<file path="config.mk">
export PLATFORM = sky130hd
export DESIGN_NAME = closest_hit
export DESIGN_NICKNAME = d
export VERILOG_FILES = /design/src/rtl/closest_hit.sv
export SDC_FILE = /design/constraint.sdc
export NUM_CORES = 1
export LEC_CHECK = 0
export CORE_ASPECT_RATIO = 0.5
export CORE_MARGIN = 2
export CORE_UTILIZATION = 54
export CTS_CLUSTER_DIAMETER = 40
export CTS_CLUSTER_SIZE = 16
export DETAILED_ROUTE_END_ITERATION = 10
export PLACE_DENSITY = 0.83
export SETUP_SLACK_MARGIN = 0.2
export SYNTH_ARGS = -nofsm -noshare
export SYNTH_HDL_FRONTEND = slang
export SYNTH_SLANG_ARGS = --single-unit
</file>
<file path="constraint.sdc">
create_clock -name clk -period 4.65 [get_ports clk]
set_clock_uncertainty 0.1 [all_clocks]
set_input_delay 0.465 -clock clk [delete_from_list [all_inputs] [get_ports clk]]
set_output_delay 0.465 -clock clk [all_outputs]
set_load 0.005 [all_outputs]
</file>
<file path="src/rtl/closest_hit.sv">
`default_nettype none
// ============================================================================
// Module   : closest_hit
// Brief    : Tracks the nearest qualified triangle hit per ray and emits one
//            resolved result per ray. Optional CLOSEST_HIT_CNT_EN adds out_cnt.
// Revision : 1.0 - initial release
// ============================================================================
module closest_hit #(
    parameter int                 IDX_W = 16,
    parameter logic signed [31:0] T_MIN = 32'sd1
) (
    input  logic             clk,
    input  logic             rst,
    input  logic             in_valid,
    output logic             in_ready,
    input  logic             in_hit,
    input  logic [31:0]      in_t,
    input  logic [IDX_W-1:0] in_idx,
    input  logic             in_last,
    output logic             out_valid,
    input  logic             out_ready,
    output logic             out_hit,
    output logic [31:0]      out_t,
    output logic [IDX_W-1:0] out_idx
`ifdef CLOSEST_HIT_CNT_EN
    ,
    output logic [IDX_W:0]   out_cnt
`endif
);

    localparam logic [0:0]  c_ST_ACCUM = 1'b0;
    localparam logic [0:0]  c_ST_DONE  = 1'b1;
    localparam logic [31:0] c_T_NONE   = 32'h7FFF_FFFF;

    logic [0:0]       r_state;
    logic [0:0]       w_state_nxt;
    logic             r_best_vld;
    logic [31:0]      r_best_t;
    logic [IDX_W-1:0] r_best_idx;

    logic             w_acc;
    logic             w_out_hs;
    logic             w_qual;
    logic             w_take;
    logic             w_nxt_vld;
    logic [31:0]      w_nxt_t;
    logic [IDX_W-1:0] w_nxt_idx;

    assign in_ready  = !rst && (r_state == c_ST_ACCUM);
    assign out_valid = (r_state == c_ST_DONE);
    assign w_acc     = in_valid && in_ready;
    assign w_out_hs  = out_valid && out_ready;

    // Strict less-than keeps the earlier triangle on equal distance.
    assign w_qual    = in_hit && ($signed(in_t) > T_MIN);
    assign w_take    = w_qual && (!r_best_vld || ($signed(in_t) < $signed(r_best_t)));
    assign w_nxt_vld = r_best_vld || w_qual;
    assign w_nxt_t   = w_take ? in_t   : r_best_t;
    assign w_nxt_idx = w_take ? in_idx : r_best_idx;

    always_ff @(posedge clk) begin
        if (rst) begin
            r_state <= c_ST_ACCUM;
        end else begin
            r_state <= w_state_nxt;
        end
    end

    always_comb begin
        w_state_nxt = r_state;
        case (r_state)
            c_ST_ACCUM: if (w_acc && in_last) w_state_nxt = c_ST_DONE;
            c_ST_DONE:  if (out_ready)        w_state_nxt = c_ST_ACCUM;
            default:                          w_state_nxt = c_ST_ACCUM;
        endcase
    end

    always_ff @(posedge clk) begin
        if (rst || w_out_hs) begin
            r_best_vld <= 1'b0;
            r_best_t   <= c_T_NONE;
            r_best_idx <= '0;
        end else if (w_acc) begin
            r_best_vld <= w_nxt_vld;
            r_best_t   <= w_nxt_t;
            r_best_idx <= w_nxt_idx;
        end
    end

    // Result registers hold their values after the handshake until the next ray ends.
    always_ff @(posedge clk) begin
        if (rst) begin
            out_hit <= 1'b0;
            out_t   <= c_T_NONE;
            out_idx <= '0;
        end else if (w_acc && in_last) begin
            out_hit <= w_nxt_vld;
            out_t   <= w_nxt_t;
            out_idx <= w_nxt_idx;
        end
    end

`ifdef CLOSEST_HIT_CNT_EN
    logic [IDX_W:0] r_cnt;
    logic [IDX_W:0] w_cnt_nxt;

    assign w_cnt_nxt = (w_qual && (r_cnt != '1)) ? (r_cnt + {{IDX_W{1'b0}}, 1'b1}) : r_cnt;

    always_ff @(posedge clk) begin
        if (rst || w_out_hs) begin
            r_cnt <= '0;
        end else if (w_acc) begin
            r_cnt <= w_cnt_nxt;
        end
    end

    always_ff @(posedge clk) begin
        if (rst || w_out_hs) begin
            out_cnt <= '0;
        end else if (w_acc && in_last) begin
            out_cnt <= w_cnt_nxt;
        end
    end
`endif

endmodule
`default_nettype wire
</file>
# --- After elaboration in Yosys (flattened, before gate mapping) ---
# Index checks and enable logic that the tools add are counted.
op_classes:
  n_lt_le_gt_ge: 2
  bitwise: 1
  reduce_logical: 11
  muxes: 5
ops:
  columns: ["operator", "count"]
  rows:
  - ["$gt A32 B2 Y1 const B", 1]
  - ["$lt A32 B32 Y1", 1]
  - ["$mux W32", 1]
  - ["$mux W16", 1]
  - ["$logic_and A1 B1 Y1", 6]
  - ["$logic_or A1 B1 Y1", 3]
  - ["$logic_not A1 Y1", 2]
  - ["$mux W1", 2]
  - ["$pmux W1 S2", 1]
  - ["$not A1 Y1", 1]
totals:
  wordCells: 26
  regBits: 99
  inputBits: 54

# --- Longest topological paths before layout ---
logic_depth:
  ltp_word: 6
  mapped_depth: 12

# --- Worst setup path after synthesis ---
# No wires, ideal clock.
synth_path:
  path_type: "input-to-reg"
  from: "input in_t[31]"
  to: "register r_best_idx[10]"
  arrival_ns: 2.632
  path_slack_ns: 1.801
  cell_stages: 10
  setup_time_ns: 0.117
  required_time_ns: 4.433
  cell_sequence: "ha_1 > nand4_1 > or4_1 > a311oi_1 > and4bb_1 > buf_6 > and3_4 > buf_6 > buf_6 > a22o_1"
synth_between:
  elab_chain_len: 4
  word_cells_on_any_way: 6
  cone_classes: "order compare (2); mux (1); reduce/logical (3)"
synth_rtl:
  columns: ["item", "line_no", "source"]
  rows:
  - ["start, declared", "17", "input logic [31:0] in_t,"]
  - ["$gt A32 B2 Y1 / $lt A32 B32 Y1 (equally long branches)", "55, 56", null]
  - ["$logic_and A1 B1 Y1 / $logic_or A1 B1 Y1 (equally long branches)", "55, 56", null]
  - ["$logic_and A1 B1 Y1 *", "56", "assign w_take = w_qual && (!r_best_vld || ($signed(in_t) < $signed(r_best_t)));"]
  - ["$mux W16 *", "59", "assign w_nxt_idx = w_take ? in_idx : r_best_idx;"]
  - ["end signal, assigned", "86", "r_best_idx <= w_nxt_idx;"]
  - ["end, declared", "39", "logic [IDX_W-1:0] r_best_idx;"]
# Every way passes the cells marked *; elsewhere a longest branch is shown, timed or not.
# A chain may end at the register's enable or synchronous reset.

# --- Final worst setup path ---
layout_path:
  from: "input in_t[12]"
  to: "register r_best_idx[6]"
# Same word-level chain as after synthesis.

==> results.py <==
metrics = {
    "outcome": {
        "status": "finished, final reports clean",
    },
    "global_routing": {
        "grt_max_degree": 60,
        "grt_pass1_wl_um": 17440,
        "grt_pass1_vias": 3623,
        "grtUsageTotal_pct": 24.24,
        "antenna_found_initial": 0,
        "globalRouteOverflowTotal": 0,
    },
    "routing": {
        "firstDrtPassIters": 4,
        "wl_um": 10620,
        "drc": 0,
        "vias": 3787,
        "wl_per_cell_um": 15.79,
        "drt-initial-drc-count": 278,
        "viasPerCell": 5.627,
        "antenna_left": 0,
    },
    "cts": {
        "cts_tree": "built",
        "post_cts_buffers": 0,
        "cts.sinks": 99,
        "clk_pin_slew_ns": 0.06,
        "worstSkewPairLatency_ns": 0.34,
        "ctsHoldBuffers": 0,
        "root_buffer": "clkbuf_16",
        "clockBufferDepth": 2,
        "htreeDepth": 3,
        "numCtsBuffers": 9,
        "ctsResizeCount": 0,
    },
    "layout": {
        "mostFrequentLayoutCells": "clkdlybuf4s50_1, dfxtp_1, mux2i_1",
        "layout_commonest_cell": "clkdlybuf4s50_1",
        "nets": 641,
        "drive_above_1_share_pct": 4.456,
        "insertedDiodeCount": 0,
        "area_growth_pct": 30.84,
    },
    "setup_path": {
        "endpoint_kind": "flip-flop",
        "start_kind": "primary input",
        "slowest_stage": "clkdlybuf4s50_1",
        "crit_start": "in_t[12]",
        "reg2reg_to": "r_best_idx[6]$_SDFFE_PP0P_",
        "cp_top_family": "compound AO/OA/AOI/OAI gates",
        "cp.arrival_ns": 3.72,
        "crit_buf_inv": 2,
        "worstPathCellList": "clkdlybuf4s50_1, ha_1, and4_1, o211ai_1, a2111o_1, a311oi_1, and4bb_4, a21boi_4, buf_12, a22o_1",
        "reg2reg_depth": 10,
        "r2r_slack_ns": 1.42,
        "max_stage_delay_ns": 0.52,
        "worst-setup-path-type": "primary input to flip-flop",
        "crit_path_max_fanout": 35,
        "cp.required_ns": 4.83,
        "rr_startpoint": "r_best_t[14]$_SDFFE_PP1P_",
    },
    "sta": {
        "hold_viol_final": 0,
        "setup_violations": 0,
        "hold_slack_ns": 0.3658,
        "setup_tns_ns": 0,
        "tightest_slew_ns": 1.049,
        "finalCriticalPeriod_ns": 3.537,
        "slew_headroom_pct": 30.05,
        "slew_violations": 0,
        "fmax_ghz": 0.2828,
        "rsz0062_at_grt": "false",
        "fin_crit_sh_pct": 76.06,
    },
    "yosys": {
        "synth_cells": 468,
        "yosys.cell_types.count": 36,
        "syn-cell-area_sq_mm": 0.004528,
        "avgSynthCellArea_sq_um": 9.675,
        "yosys.area.top_type": "dfxtp_1",
        "ys_seq_area_share_pct": 43.77,
        "synth_top_cell_area_share_pct": 43.77,
        "syn_nets": 553,
        "synth_area_leaders": "dfxtp_1, mux2i_1, ha_1",
        "ys_seq_elements": 99,
        "yosysWarnings": 0,
    },
    "placed_design": {
        "numPortBuffers": 104,
        "globalplace.congestion": 0.7986,
        "hpwl_um": 7218,
    },
    "floorplanning": {
        "io_pins": 105,
        "dieArea_sq_mm": 0.009178,
        "die_y_um": 68.75,
        "num_rows": 23,
        "core_area_sq_mm": 0.008058,
        "chipWidth_um": 133.5,
        "start_util_pct": 56.20,
    },
    "worst_hold_path": {
        "min_to": "r_best_idx[15]$_SDFFE_PP0P_",
        "worstHoldStart": "r_best_idx[15]$_SDFFE_PP0P_",
        "whs_path_depth": 2,
        "hold_class": "flip-flop to flip-flop",
    },
    "pwr": {
        "power_mw": 1.953,
        "cellPowerDensity_mw_per_mm2": 329.6,
        "vdd_ir_drop_max_v": 0.0001920,
        "leakagePower_nw": 2.528,
    },
    "flow_run": {
        "cap_violations": 0,
    },
}
-- metal layers --
metal  GRT usage (%)  up-vias  wire length, um
met1           30.31     1784             4921
met2           41.95       98             4979
li1                -     1895                -
met5               0        -                0
met4           8.112        0              117
met3           6.360       10              605
-- cells in the mapped netlist --
| cell | instances |
|---|---|
| nor4b_1 | 1 |
| ha_1 | 31 |
| nand4_1 | 6 |
| nor3b_1 | 1 |
| o21a_1 | 2 |
| buf_6 | 4 |
| a221o_1 | 1 |
| o31a_1 | 1 |
| o2bb2ai_1 | 1 |
| and3_1 | 2 |
| and4_1 | 2 |
| clkbuf_1 | 17 |
| dfxtp_1 | 99 |
| a21oi_1 | 46 |
| nor2b_1 | 1 |
| and3_4 | 1 |
| a211oi_1 | 16 |
| a2bb2oi_1 | 31 |
| and4bb_1 | 1 |
| o21ai_0 | 6 |
| nor4_1 | 7 |
| inv_1 | 32 |
| a22oi_1 | 1 |
| nor2_1 | 24 |
| o211ai_1 | 1 |
| a22o_1 | 15 |
| buf_2 | 11 |
| nand3_1 | 4 |
| a311oi_1 | 1 |
| o21bai_1 | 1 |
| mux2i_1 | 48 |
| nor3_1 | 35 |
| a21boi_4 | 1 |
| nand2_1 | 15 |
| a2111o_1 | 1 |
| or4_1 | 1 |
-- tightest hold or removal path, stage by stage, from the launching register on --
cell	delay, ns
dfxtp_1	0.31
nand2_1	0.05
mux2i_1	0.05
-- logic make-up (layout without fill, tap and decap cells) --
family / count (synthesis) / count (layout) / synth area share, %
compound gates: 125 / 125 / 19.59
simple gates: 101 / 101 / 11.19
flops: 99 / 99 / 43.77
buf+inv: 64 / 157 / 6.272
mux: 48 / 48 / 10.61
fa+ha+maj: 31 / 31 / 8.566
-- worst max path at each step --
stage | end | slack [ns] | cells past startpoint
after floorplan | r_best_idx[10]$_SDFFE_PP0P_ | 1.80 | 10
after global placement | r_best_idx[13]$_SDFFE_PP0P_ | 0.87 | 10
after detailed placement | r_best_t[10]$_SDFFE_PP1P_ | 0.85 | 10
after CTS | r_best_idx[6]$_SDFFE_PP0P_ | 1.16 | 10
after global routing | r_best_idx[6]$_SDFFE_PP0P_ | 0.94 | 10
final | r_best_idx[6]$_SDFFE_PP0P_ | 1.11 | 10
-- report_power, final --
part           internal, mW  switching, mW
sequential            0.877         0.0156
combinational         0.132          0.120
clock                 0.500          0.308
total                  1.51          0.444
-- per-stage QoR --
step	util, %	area [sq um]	setup WS, ns	cells
3_5_place_dp	69.44	5595	0.8536	657
3_3_place_gp	69.44	5595	0.8715	657
2_1_floorplan	-	4528	1.801	468
5_1_grt	73.52	5924	0.9424	673
6_report	73.52	5924	1.113	673
4_1_cts	73.52	5924	1.164	673
-- state kept, by name, summed over array words and instances (netlist names) --
name and cells:
out_t 32, r_best_t 32, out_idx 16, r_best_idx 16, out_hit 1, out_valid 1, r_best_vld 1
-- final cells by class --
| type | count | area (sq um) |
|---|---|---|
| flip-flops and latches | 99 | 1982 |
| inverters | 32 | 120.1 |
| clock buffers | 12 | 256.5 |
| repair buffers | 109 | 1086 |
| clock inverters | 4 | 72.57 |
| well taps | 112 | 140.1 |
| multi-input cells | 305 | 2267 |
| fillers | 588 | 2133 |
Power figures use the tool's default switching activity.
